## config.mk

```make
export PLATFORM = sky130hd
export DESIGN_NAME = cr_lz77_comp_tile_seq
export DESIGN_NICKNAME = d
export VERILOG_FILES = /design/src/rtl/cr_lz77_comp_tile_seq.sv
export SDC_FILE = /design/constraint.sdc
export NUM_CORES = 1
export LEC_CHECK = 0
export BUFFER_PORTS_ARGS = -buffer_cell sky130_fd_sc_hd__buf_2
export CAP_MARGIN = 20
export CORE_MARGIN = 3
export CORE_UTILIZATION = 35
export CTS_BUF_LIST = sky130_fd_sc_hd__clkbuf_4
export CTS_CLUSTER_SIZE = 12
export DETAILED_ROUTE_END_ITERATION = 10
export PLACE_DENSITY = 0.75
export SETUP_SLACK_MARGIN = 0.1
export SYNTH_ARGS = -nofsm -noshare
export SYNTH_HDL_FRONTEND = slang
export SYNTH_SLANG_ARGS = --single-unit
```

## constraint.sdc

```tcl
create_clock -name clk -period 2.3 [get_ports clk]
set_input_delay 0.345 -clock clk [delete_from_list [all_inputs] [get_ports clk]]
set_output_delay 0.345 -clock clk [all_outputs]
set_load 0.01 [all_outputs]
```

## src/rtl/cr_lz77_comp_tile_seq.sv

```systemverilog
// Frame sequencer for one LZ77 compare tile: handshakes prefix/data streams and
// produces the registered load/shift/clear/flush strobes for the tile chain.
module cr_lz77_comp_tile_seq #(
    parameter int IN_BYTES     = 4,
    parameter int SHIFT_MULT   = 4,
    parameter int CLR_CYCLES   = 2,
    parameter int DRAIN_CYCLES = 8
) (
    input  logic                          clk,
    input  logic                          rst,
    input  logic                          cfg_prefix_en,
    input  logic                          in_vld,
    output logic                          in_ready,
    input  logic [IN_BYTES*8-1:0]         in_data,
    input  logic [IN_BYTES-1:0]           in_bytes_vld,
    input  logic                          in_sof,
    input  logic                          in_eof,
    input  logic                          pfx_vld,
    output logic                          pfx_ready,
    input  logic [IN_BYTES*8-1:0]         pfx_data,
    input  logic                          pfx_last,
    output logic [IN_BYTES*8-1:0]         lz77_tile_data,
    output logic [IN_BYTES-1:0]           lz77_tile_data_vld,
    output logic [IN_BYTES*8-1:0]         lz77_tile_prefix_data,
    output logic [IN_BYTES-1:0]           lz77_tile_prefix_data_vld,
    output logic                          input_en,
    output logic                          shift_en,
    output logic                          prefix_en,
    output logic                          me_tile_enable,
    output logic [$clog2(SHIFT_MULT)-1:0] shift_start_phase,
    output logic                          cl_ti_clr_valid,
    output logic                          cl_ti_force_done,
    output logic                          frame_done,
    output logic                          protocol_err
);

    localparam int PW   = $clog2(SHIFT_MULT);
    localparam int CMAX = (CLR_CYCLES > DRAIN_CYCLES) ? CLR_CYCLES : DRAIN_CYCLES;
    localparam int CW   = $clog2(CMAX) + 1;
    localparam logic [CW-1:0] CLR_LAST   = CW'(CLR_CYCLES - 1);
    localparam logic [CW-1:0] DRAIN_LAST = CW'(DRAIN_CYCLES - 1);
    localparam logic [PW-1:0] PH_LAST    = PW'(SHIFT_MULT - 1);

    typedef enum logic [2:0] {S_IDLE, S_CLEAR, S_PREFIX, S_RUN, S_DRAIN} state_t;

    state_t                 r_state, w_nxt_state;
    logic [CW-1:0]          r_cnt, w_nxt_cnt;
    logic                   r_use_pfx, r_first, w_err_set;
    logic                   r_in_ready, r_pfx_ready, r_input_en, r_shift_en, r_prefix_en;
    logic                   r_me, r_clr, r_force, r_done, r_err;
    logic [PW-1:0]          r_phase;
    logic [IN_BYTES*8-1:0]  r_data, r_pdata;
    logic [IN_BYTES-1:0]    r_dvld, r_pvld;
    logic                   w_in_acc, w_pfx_acc, w_beat_bad;

    assign w_in_acc  = in_vld & r_in_ready;
    assign w_pfx_acc = pfx_vld & r_pfx_ready;

    // byte valids must be a run of ones from bit 0 and non-empty; only the eof beat may be partial
    assign w_beat_bad = (in_sof & ~r_first)
                      | ((in_bytes_vld & (in_bytes_vld + 1'b1)) != '0)
                      | (~in_eof & (in_bytes_vld != '1))
                      | (in_bytes_vld == '0);

    always_comb begin
        w_nxt_state = r_state;
        w_nxt_cnt   = r_cnt;
        w_err_set   = 1'b0;
        case (r_state)
            S_IDLE: begin
                if (in_vld) begin
                    if (in_sof) begin
                        w_nxt_state = S_CLEAR;
                        w_nxt_cnt   = '0;
                    end else begin
                        w_err_set = 1'b1;
                    end
                end
            end
            S_CLEAR: begin
                if (r_cnt == CLR_LAST) w_nxt_state = r_use_pfx ? S_PREFIX : S_RUN;
                else                   w_nxt_cnt   = r_cnt + 1'b1;
            end
            S_PREFIX: begin
                if (w_pfx_acc && pfx_last) w_nxt_state = S_RUN;
            end
            S_RUN: begin
                if (w_in_acc) begin
                    w_err_set = w_beat_bad;
                    if (in_eof) begin
                        w_nxt_state = S_DRAIN;
                        w_nxt_cnt   = '0;
                    end
                end
            end
            S_DRAIN: begin
                if (r_cnt == DRAIN_LAST) w_nxt_state = S_IDLE;
                else                     w_nxt_cnt   = r_cnt + 1'b1;
            end
            default: w_nxt_state = S_IDLE;
        endcase
    end

    // control outputs are registered from the next-state decode so they line up with the state
    always_ff @(posedge clk) begin
        if (rst) begin
            r_state     <= S_IDLE;
            r_cnt       <= '0;
            r_use_pfx   <= 1'b0;
            r_first     <= 1'b0;
            r_in_ready  <= 1'b0;
            r_pfx_ready <= 1'b0;
            r_input_en  <= 1'b0;
            r_shift_en  <= 1'b0;
            r_prefix_en <= 1'b0;
            r_me        <= 1'b0;
            r_clr       <= 1'b0;
            r_force     <= 1'b0;
            r_done      <= 1'b0;
            r_err       <= 1'b0;
            r_phase     <= '0;
            r_data      <= '0;
            r_pdata     <= '0;
            r_dvld      <= '0;
            r_pvld      <= '0;
        end else begin
            r_state     <= w_nxt_state;
            r_cnt       <= w_nxt_cnt;
            if (r_state == S_IDLE && in_vld && in_sof) r_use_pfx <= cfg_prefix_en;
            if (r_state == S_IDLE && w_nxt_state == S_CLEAR) r_first <= 1'b1;
            else if (w_in_acc)                               r_first <= 1'b0;
            r_err       <= r_err | w_err_set;
            r_in_ready  <= (w_nxt_state == S_RUN);
            r_pfx_ready <= (w_nxt_state == S_PREFIX);
            r_me        <= (w_nxt_state == S_PREFIX) || (w_nxt_state == S_RUN) ||
                           (w_nxt_state == S_DRAIN);
            r_clr       <= (w_nxt_state == S_CLEAR);
            r_force     <= (w_nxt_state == S_DRAIN) && (w_nxt_cnt == DRAIN_LAST);
            r_done      <= (w_nxt_state == S_DRAIN) && (w_nxt_cnt == DRAIN_LAST);
            r_input_en  <= w_in_acc;
            r_prefix_en <= w_pfx_acc;
            r_shift_en  <= w_in_acc | w_pfx_acc;
            if (w_in_acc) begin
                r_data <= in_data;
                r_dvld <= in_bytes_vld;
            end else begin
                r_dvld <= '0;
            end
            if (w_pfx_acc) begin
                r_pdata <= pfx_data;
                r_pvld  <= '1;
            end else begin
                r_pvld  <= '0;
            end
            if (w_nxt_state == S_CLEAR) r_phase <= '0;
            else if (r_shift_en)        r_phase <= (r_phase == PH_LAST) ? '0 : r_phase + 1'b1;
        end
    end

    assign in_ready                  = r_in_ready;
    assign pfx_ready                 = r_pfx_ready;
    assign lz77_tile_data            = r_data;
    assign lz77_tile_data_vld        = r_dvld;
    assign lz77_tile_prefix_data     = r_pdata;
    assign lz77_tile_prefix_data_vld = r_pvld;
    assign input_en                  = r_input_en;
    assign shift_en                  = r_shift_en;
    assign prefix_en                 = r_prefix_en;
    assign me_tile_enable            = r_me;
    assign shift_start_phase         = r_phase;
    assign cl_ti_clr_valid           = r_clr;
    assign cl_ti_force_done          = r_force;
    assign frame_done                = r_done;
    assign protocol_err              = r_err;

endmodule
```

== Word level (Yosys, flattened, before mapping) ==
Index checks and enable logic that the tools add are counted.
Cells by class
  add/sub/neg operators: 3
  multiplexer cells: 24
  bitwise operators: 13
  eq/ne operators: 13
  reductions and logical operators: 13
Operators with widths (count)
  $mux 4: 7
  $mux 3: 7
  $pmux 4 s4: 1
  $pmux 3 s5: 1
  $eq 3x2->1 const B: 4
  $add 4x1->4 const B: 2
  $eq 4x3->1 const B: 2
  $eq 3x1->1 const B: 2
  $eq 3x3->1 const B: 2
  $mux 1: 6
  $logic_and 1x1->1: 5
  $or 1x1->1: 5
  $and 1x1->1: 4
  $and 4x4->4: 1
  $eq 4x1->1 const B: 1
  $logic_not 4->1: 1
  $ne 4x4->1 const B: 1
  $reduce_bool 4->1: 1
  $reduce_or 2->1: 2
  $logic_not 3->1: 1
  $not 1->1: 3
  $add 2x1->2 const B: 1
  $eq 2x2->1 const B: 1
  $logic_or 1x1->1: 2
  other kinds (3): 3
Storage, ports and cells
  logic and storage cells: 84
  register bits: 92
  input bits: 76
  output and inout port bits: 84

== Logic depth before layout (Yosys ltp) ==
Gate-level depths: netlist of run 1.
  depth in word-level cells: 9
  depth in mapped cells: 7
  gate-level depth less buffers: 7

== Worst setup path before layout of run 1 ==
No wires, ideal clock.
  kind: register to register
  from: register r_cnt[0]
  to: register r_done (netlist: frame_done)
  buffers on the path: 0
  data required time: 2.213 ns
  cell stages (with the launch flop): 7
  clock period less this slack: 1.709 ns
  setup slack: 0.591 ns
  setup time: 0.087 ns
  arrival time: 1.622 ns
  cell sequence: dfxtp_1 -> ha_1 -> nor3b_2 -> a2bb2oi_1 -> nor4_1 -> a311o_1 -> nor4b_2
On the way
  word-level cells in the longest chain between the ends: 5
  elaborated cells between the ends (all ways): 16
  those cells by class: 1 x add/sub; 4 x eq/ne; 10 x mux; 1 x reduce/logical
RTL lines
  from (decl): RTL line 47  | logic [CW-1:0] r_cnt, w_nxt_cnt;
  from (signal assigned): RTL line 128  | r_cnt <= w_nxt_cnt;
  $add 4x1->4 (tied with other cells): RTL line 82, 98
  $mux 4 (tied with other cells): RTL line 97  | if (r_cnt == DRAIN_LAST) w_nxt_state = S_IDLE;
  $pmux 4 s4 or $pmux 3 s5 (tied branches): RTL line 69  | case (r_state)
  $eq 4x3->1 or $eq 3x3->1 (tied branches): RTL line 139  | r_done <= (w_nxt_state == S_DRAIN) && (w_nxt_cnt == DRAIN_LAST);
  $logic_and 1x1->1 *: RTL line 139
  to (signal assigned): RTL line 139
  to (decl): RTL line 50  | logic r_me, r_clr, r_force, r_done, r_err;
Mark *: on every way between the ends. The rest lies on a longest branch, timed or not.
A chain may end at the register's enable or synchronous reset.

== Worst setup path in the final report of run 1 ==
Ends and elaborated chain as after synthesis.

==> results.md, run 1 <==
- Status: finished clean
- Hold-fix buffers, CTS: 0
- Critical path endpoint category: flop
- Worst slew pin tran: 0.5371 ns
- Leakage: 1.925 nW
- GR peak layer: met2
- CTS buffer count: 9
- Antenna viol nets, final: 0
- Clock latency on the worst-skew pair: 0.41 ns
- Max-Slew Margin vs Limit: 0.6412
- Layout cells sized above 1: 0.3370
- Final setup violation count: 0
- Port Buffer Count: 159
- Nets@finish: 626
- Drt pass-1 iters: 4
- Vias: 3177
- Post-synthesis net count: 477
- Ys flop type: dfxtp_1
- Detailed Place HPWL: 6537 microns
- Final slew viol count: 0
- Number of flops mapped to enable cells by yosys: 0
- HP Class: input pin to flop
- Core region area: 0.008891 sq mm
- CP startpoint: r_cnt[0]
- Congestion Overflow GR: 0
- IR drop worst, VDD: 0.3005 mV
- Fin cells: 660
- Rows: 34
- Gr usage total: 0.1667
- Mapped Area: 0.003261 sq mm
- Largest net degree at the start of global routing: 34
- Die X: 102.5 microns
- CP Data Required Time: 2.63 ns
- Post-Syn Instances: 398
- Power Dens Cells: 609.9 mW/mm^2
- CP Max Fanout: 6
- Clock transition at path regs: 0.14 ns
- Ant diodes: 0
- M1 GR Usage: 0.1932
- P&R area growth vs syn: 30.39%
- Reg2reg path depth: 6
- Die Ht: 102.5 microns
- Vias/cell: 4.814
- Cts repair resizes: 0
- Avg Inst Size Synth: 8.193 sq um
- End of the critical path: frame_done
- FF-to-FF End: frame_done
- Flop-to-flop setup slack: 0.28 ns
- Clock Skew: 0.008457 ns
- Synth Register Bits: 88
- Initial core utilization: 0.3667
- Post-CTS Setup Repair Bufs: 0
- Cell variety after synth: 37
- Seq/Total Area, Yosys: 0.5403
- TritonCTS clock tree: built
- GPL Wtd Cong: 0.7887
- DP Cell Count: 644
- Grt met3 use: 0.05413
- Tmin final: 2.025 ns
- Final setup margin: 0.2751 ns
- Die ar.: 0.01051 sq mm
- Clock Path Buffers: 2
- RSZ-0062 raised after global routing: false
- Global-route wire length before repair: 13840 microns
- Max Cap Violations: 0
- Htree depth: 3
- Dpl ws: 0.3563 ns
- Drt initial violations: 83
- Fmax: 0.4939 GHz
- Clock tree sinks: 88
- Asr flop ratio synth: 0
- IO Count: 160
- Drt drc: 0
- Period Utilization, post-route: 0.8804
- Fin Setup TNS: 0 ns
- Setup CP Type: flop to flop
- WL per Instance: 13.28 microns
- Worst hold margin: 0.1498 ns
- CP Launch Type: flop
- Met2 usage: 0.2915
- Hold Violations, Final: 0
- Worst r2r src: r_cnt[0]
- Worst path arrival time: 2.35 ns
- Synth warnings: 0
- Root Buffer: clkbuf_4
- Post-Route WL: 8767 microns
- Initial antenna violation count: 0
- Number of global-route vias before repair: 3022
## state kept, by name, indices dropped and copies added (netlist names), 2 cells and up
| name | cells |
|---|---|
| r_cnt | 4 |
| lz77_tile_data | 32 |
| lz77_tile_data_vld | 4 |
| shift_start_phase | 2 |
| lz77_tile_prefix_data | 32 |
| r_state | 3 |
## critical path, cell delays in order (launching register included)
cell       delay [ns]
dfxtp_1          0.46
ha_1             0.20
nor3b_2          0.34
a2bb2oi_1        0.24
nor4_1           0.08
a311o_1          0.36
nor4b_2          0.26
## Yosys cell counts (all sizes together) (4+ instances only)
library cell / n / area share
buf: 8 / 0.017
nor3: 4 / 0.0061
and2: 6 / 0.012
nand3: 5 / 0.0077
o21ai: 6 / 0.0092
and3: 5 / 0.0096
clkbuf: 21 / 0.024
a21oi: 77 / 0.12
inv: 7 / 0.0081
nor2: 6 / 0.0069
nand2: 135 / 0.16
dfxtp: 88 / 0.54
## final cells by class
type / instances / area (sq um)
well taps: 108 / 135.1
clock inverters: 6 / 60.06
multi-input cells: 274 / 1338
fillers: 892 / 4639
clock buffers: 10 / 75.07
inverters: 7 / 26.28
repair buffers: 167 / 855.8
flip-flops and latches: 88 / 1762
## metrics by stage
step	power (mW)	util	cell area (sq um)
final	2.593	0.4782	4252
after floorplan	1.672	-	3261
after detailed placement	1.769	0.4630	4116
after global placement	1.763	0.4630	4116
after CTS	2.634	0.4782	4252
after global routing	2.713	0.4782	4252
## report_power, final
| group | total (mW) | internal (mW) | switching, mW |
|---|---|---|---|
| Clock | 0.858 | 0.337 | 0.521 |
| Combinational | 0.181 | 0.0857 | 0.0952 |
| Sequential | 1.55 | 1.54 | 0.0134 |
## cells by family (layout without fill, tap and decap cells)
| group | after synthesis | count (layout) | synth area share |
|---|---|---|---|
| AO/OA/AOI/OAI | 92 | 92 | 0.1550 |
| XOR/XNOR | 1 | 1 | 0.002687 |
| adder cells (fa/ha/maj) | 3 | 3 | 0.01151 |
| buffers and inverters | 36 | 190 | 0.04951 |
| flip-flops | 88 | 88 | 0.5403 |
| multiplexers | 3 | 3 | 0.01074 |
| AND/OR/NAND/NOR | 175 | 175 | 0.2302 |
## cell usage in the layout (no fill, tap or decap), types with 5 or more instances in the layout
master and n:
and2_1 6, inv_1 7, o21ai_0 6, buf_2 159, nand3_1 5, nand2_1 135
buf_4 8, a21oi_1 77, dfxtp_1 88, nor2_1 6, clkbuf_4 10, and3_1 5
## how the worst min path moves through the flow
| stage | start | to | slack, ns | depth (start not counted) |
|---|---|---|---|---|
| global placement | lz77_tile_prefix_data[18] | lz77_tile_prefix_data[18] | 0.44 | 2 |
| detailed placement | lz77_tile_data[22] | lz77_tile_data[22] | 0.45 | 2 |
| CTS | pfx_data[6] | lz77_tile_prefix_data[6] | 0.11 | 3 |
| global route | pfx_data[18] | lz77_tile_prefix_data[18] | 0.1 | 3 |
| finish | pfx_data[20] | lz77_tile_prefix_data[20] | 0.15 | 3 |
| floorplan | r_first | r_first | 0.44 | 2 |
## metal layers
metal | wire (microns) | vias to the layer above
met3 | 582 | 9
met1 | 3652 | 1455
met4 | 111 | 0
met5 | 0 | -
li1 | - | 1602
met2 | 4422 | 111
(Power assumes the default switching activity.)
==> run 2, diff against run 1 <==
PLACE_DENSITY = 0.77   (was 0.75)
clock period = 1.8 ns   (was 2.3 ns; I/O delays follow)
==> results.md, run 2 (synthesized netlist as in run 1, its figures left out) <==
- RSZ-0062 raised after global routing: true
- Detailed Place HPWL: 6410 microns (-1.9%)
- Die ar.: 0.01051 sq mm (unchanged)
- Critical path endpoint category: flop
- Status: finished clean
- Clock transition at path regs: 0.14 ns (about the same)
- HP Class: input pin to flop
- Die X: 102.5 microns (unchanged)
- Drt initial violations: 137 (+65%)
- CP Max Fanout: 5 (-1)
- Number of global-route vias before repair: 3078 (+1.9%)
- Drt drc: 0 (unchanged)
- Root Buffer: clkbuf_4
- Power Dens Cells: 842.2 mW/mm^2 (+38%)
- GPL Wtd Cong: 0.9408 (+19%)
- Hold Violations, Final: 0 (unchanged)
- P&R area growth vs syn: 36.53%
- CP Data Required Time: 2.14 ns (-0.49 ns)
- Layout cells sized above 1: 0.3714 (+0.03447)
- Met3 routed WL: 708 microns (+22%)
- Met2 routed WL: 4618 microns (+4.4%)
- Post-Route WL: 8952 microns (+2.1%)
- TritonCTS clock tree: built
- Largest net degree at the start of global routing: 39 (+15%)
- Vias/cell: 4.816 (about the same)
- Fill cells: 874 (-2.0%)
- Clock Path Buffers: 2 (unchanged)
- Dpl cell area: 0.004145 sq mm (+0.70%)
- Gr usage total: 0.1688 (+0.002145)
- DP Cell Count: 647 (+0.47%)
- Initial antenna violation count: 0 (unchanged)
- Commonest non-fill, non-tap cell in the layout: buf_2
- Die Ht: 102.5 microns (unchanged)
- Vias: 3217 (+1.3%)
- IO Count: 160 (unchanged)
- Port Buffer Count: 159 (unchanged)
- Global-route wire length before repair: 13880 microns (+0.30%)
- Period Utilization, post-route: 0.9730 (+0.09261)
- Final slew viol count: 0 (unchanged)
- Fmax: 0.5710 GHz (+16%)
- WL per Instance: 13.40 microns (+0.89%)
- Final setup violation count: 0 (unchanged)
- Clock tree sinks: 88 (unchanged)
- IR drop worst, VDD: 0.4572 mV (+52%)
- Worst slew pin tran: 0.4199 ns (-0.1172 ns)
- Max Cap Violations: 0 (unchanged)
- Met1 WL: 3398 microns (-7.0%)
- Most frequent cells in the layout: 159 x buf_2, 134 x nand2_1, 85 x dfxtp_1
- Core region area: 0.008891 sq mm (unchanged)
- Tmin final: 1.751 ns (-0.2735 ns)
- Max-Slew Margin vs Limit: 0.7184 (+0.07722)
- Leakage: 2.018 nW (+4.8%)
- Top sig layer: met4
- Rows: 34 (unchanged)
- CP Launch Type: flop
- Design Area, Final: 0.004452 sq mm (+4.7%)
- Antenna viol nets, final: 0 (unchanged)
- Clock latency on the worst-skew pair: 0.41 ns (about the same)
- WHS Path Cells: 3 (unchanged)
- Dpl ws: -0.005844 ns (-0.3622 ns)
- Initial core utilization: 0.3667 (unchanged)
- Final setup margin: 0.04860 ns (-0.2265 ns)
- Htree depth: 3 (unchanged)
- Hold-fix buffers, CTS: 0 (unchanged)
- Worst path arrival time: 2.09 ns (-0.26 ns)
- Ant diodes: 0 (unchanged)
- Congestion Overflow GR: 0 (unchanged)
- Setup CP Type: flop to flop
- Reg2reg path depth: 5 (-1)
- Power, Total: 3.749 mW (+45%)
- CTS buffer count: 9 (unchanged)
- Clock Skew: 0.01317 ns (+0.004715 ns)
- Fin cells: 668 (+1.2%)
- Nets@finish: 635 (+1.4%)
- Drt pass-1 iters: 6 (+2)
- Worst hold margin: 0.07025 ns (-0.07950 ns)
run 2: power by group:
part	total, mW	switching (mW)	internal (mW)
combinational	0.280	0.140	0.140
sequential	1.99	0.0158	1.97
clock	1.48	0.651	0.834
run 2: worst max-delay path, stage by stage (launching register included):
cell	delay, ns
dfxtp_2	0.39
mux2_4	0.34
a211oi_4	0.24
nor2b_1	0.10
a311o_1	0.35
nor4b_2	0.26
run 2: area by class of cell:
class,instances,area (sq um),area share
tap,108,135.1,0.03035
clock inverter,6,132.6,0.02979
clock buffer,9,67.56,0.01518
sequential,88,1768,0.3971
multi-input combinational,274,1395,0.3134
inverter,7,26.28,0.005902
timing repair buffer,176,927.1,0.2083
run 2: worst paths after layout:
kind | end | slack, ns | from
hold reg to reg | lz77_tile_data[9] | 0.46 | lz77_tile_data[9]
hold / removal | lz77_tile_data[28] | 0.07 | in_data[28]
setup / recovery | frame_done | 0.05 | r_state[0]
setup reg to reg | frame_done | 0.05 | r_state[0]
run 2: repair_timing:
item	4_1_cts	5_1_grt
pin swaps	2	6
gates resized for setup	9	9
endpoints found under the setup margin	2	5
buffers inserted	4	2
run 2: routing by layer:
metal,up-vias,global-route usage
met2,121,0.2900
met4,0,0.06660
met1,1462,0.1856
met3,23,0.06901
li1,1611,-
met5,-,0
run 2: through the flow:
stage / setup TNS (ns) / utilization
2_1_floorplan: 0 / -
4_1_cts: 0 / 0.4948
6_report: 0 / 0.5007
3_5_place_dp: -0.005844 / 0.4662
5_1_grt: -0.02635 / 0.5007
3_3_place_gp: 0 / 0.4662
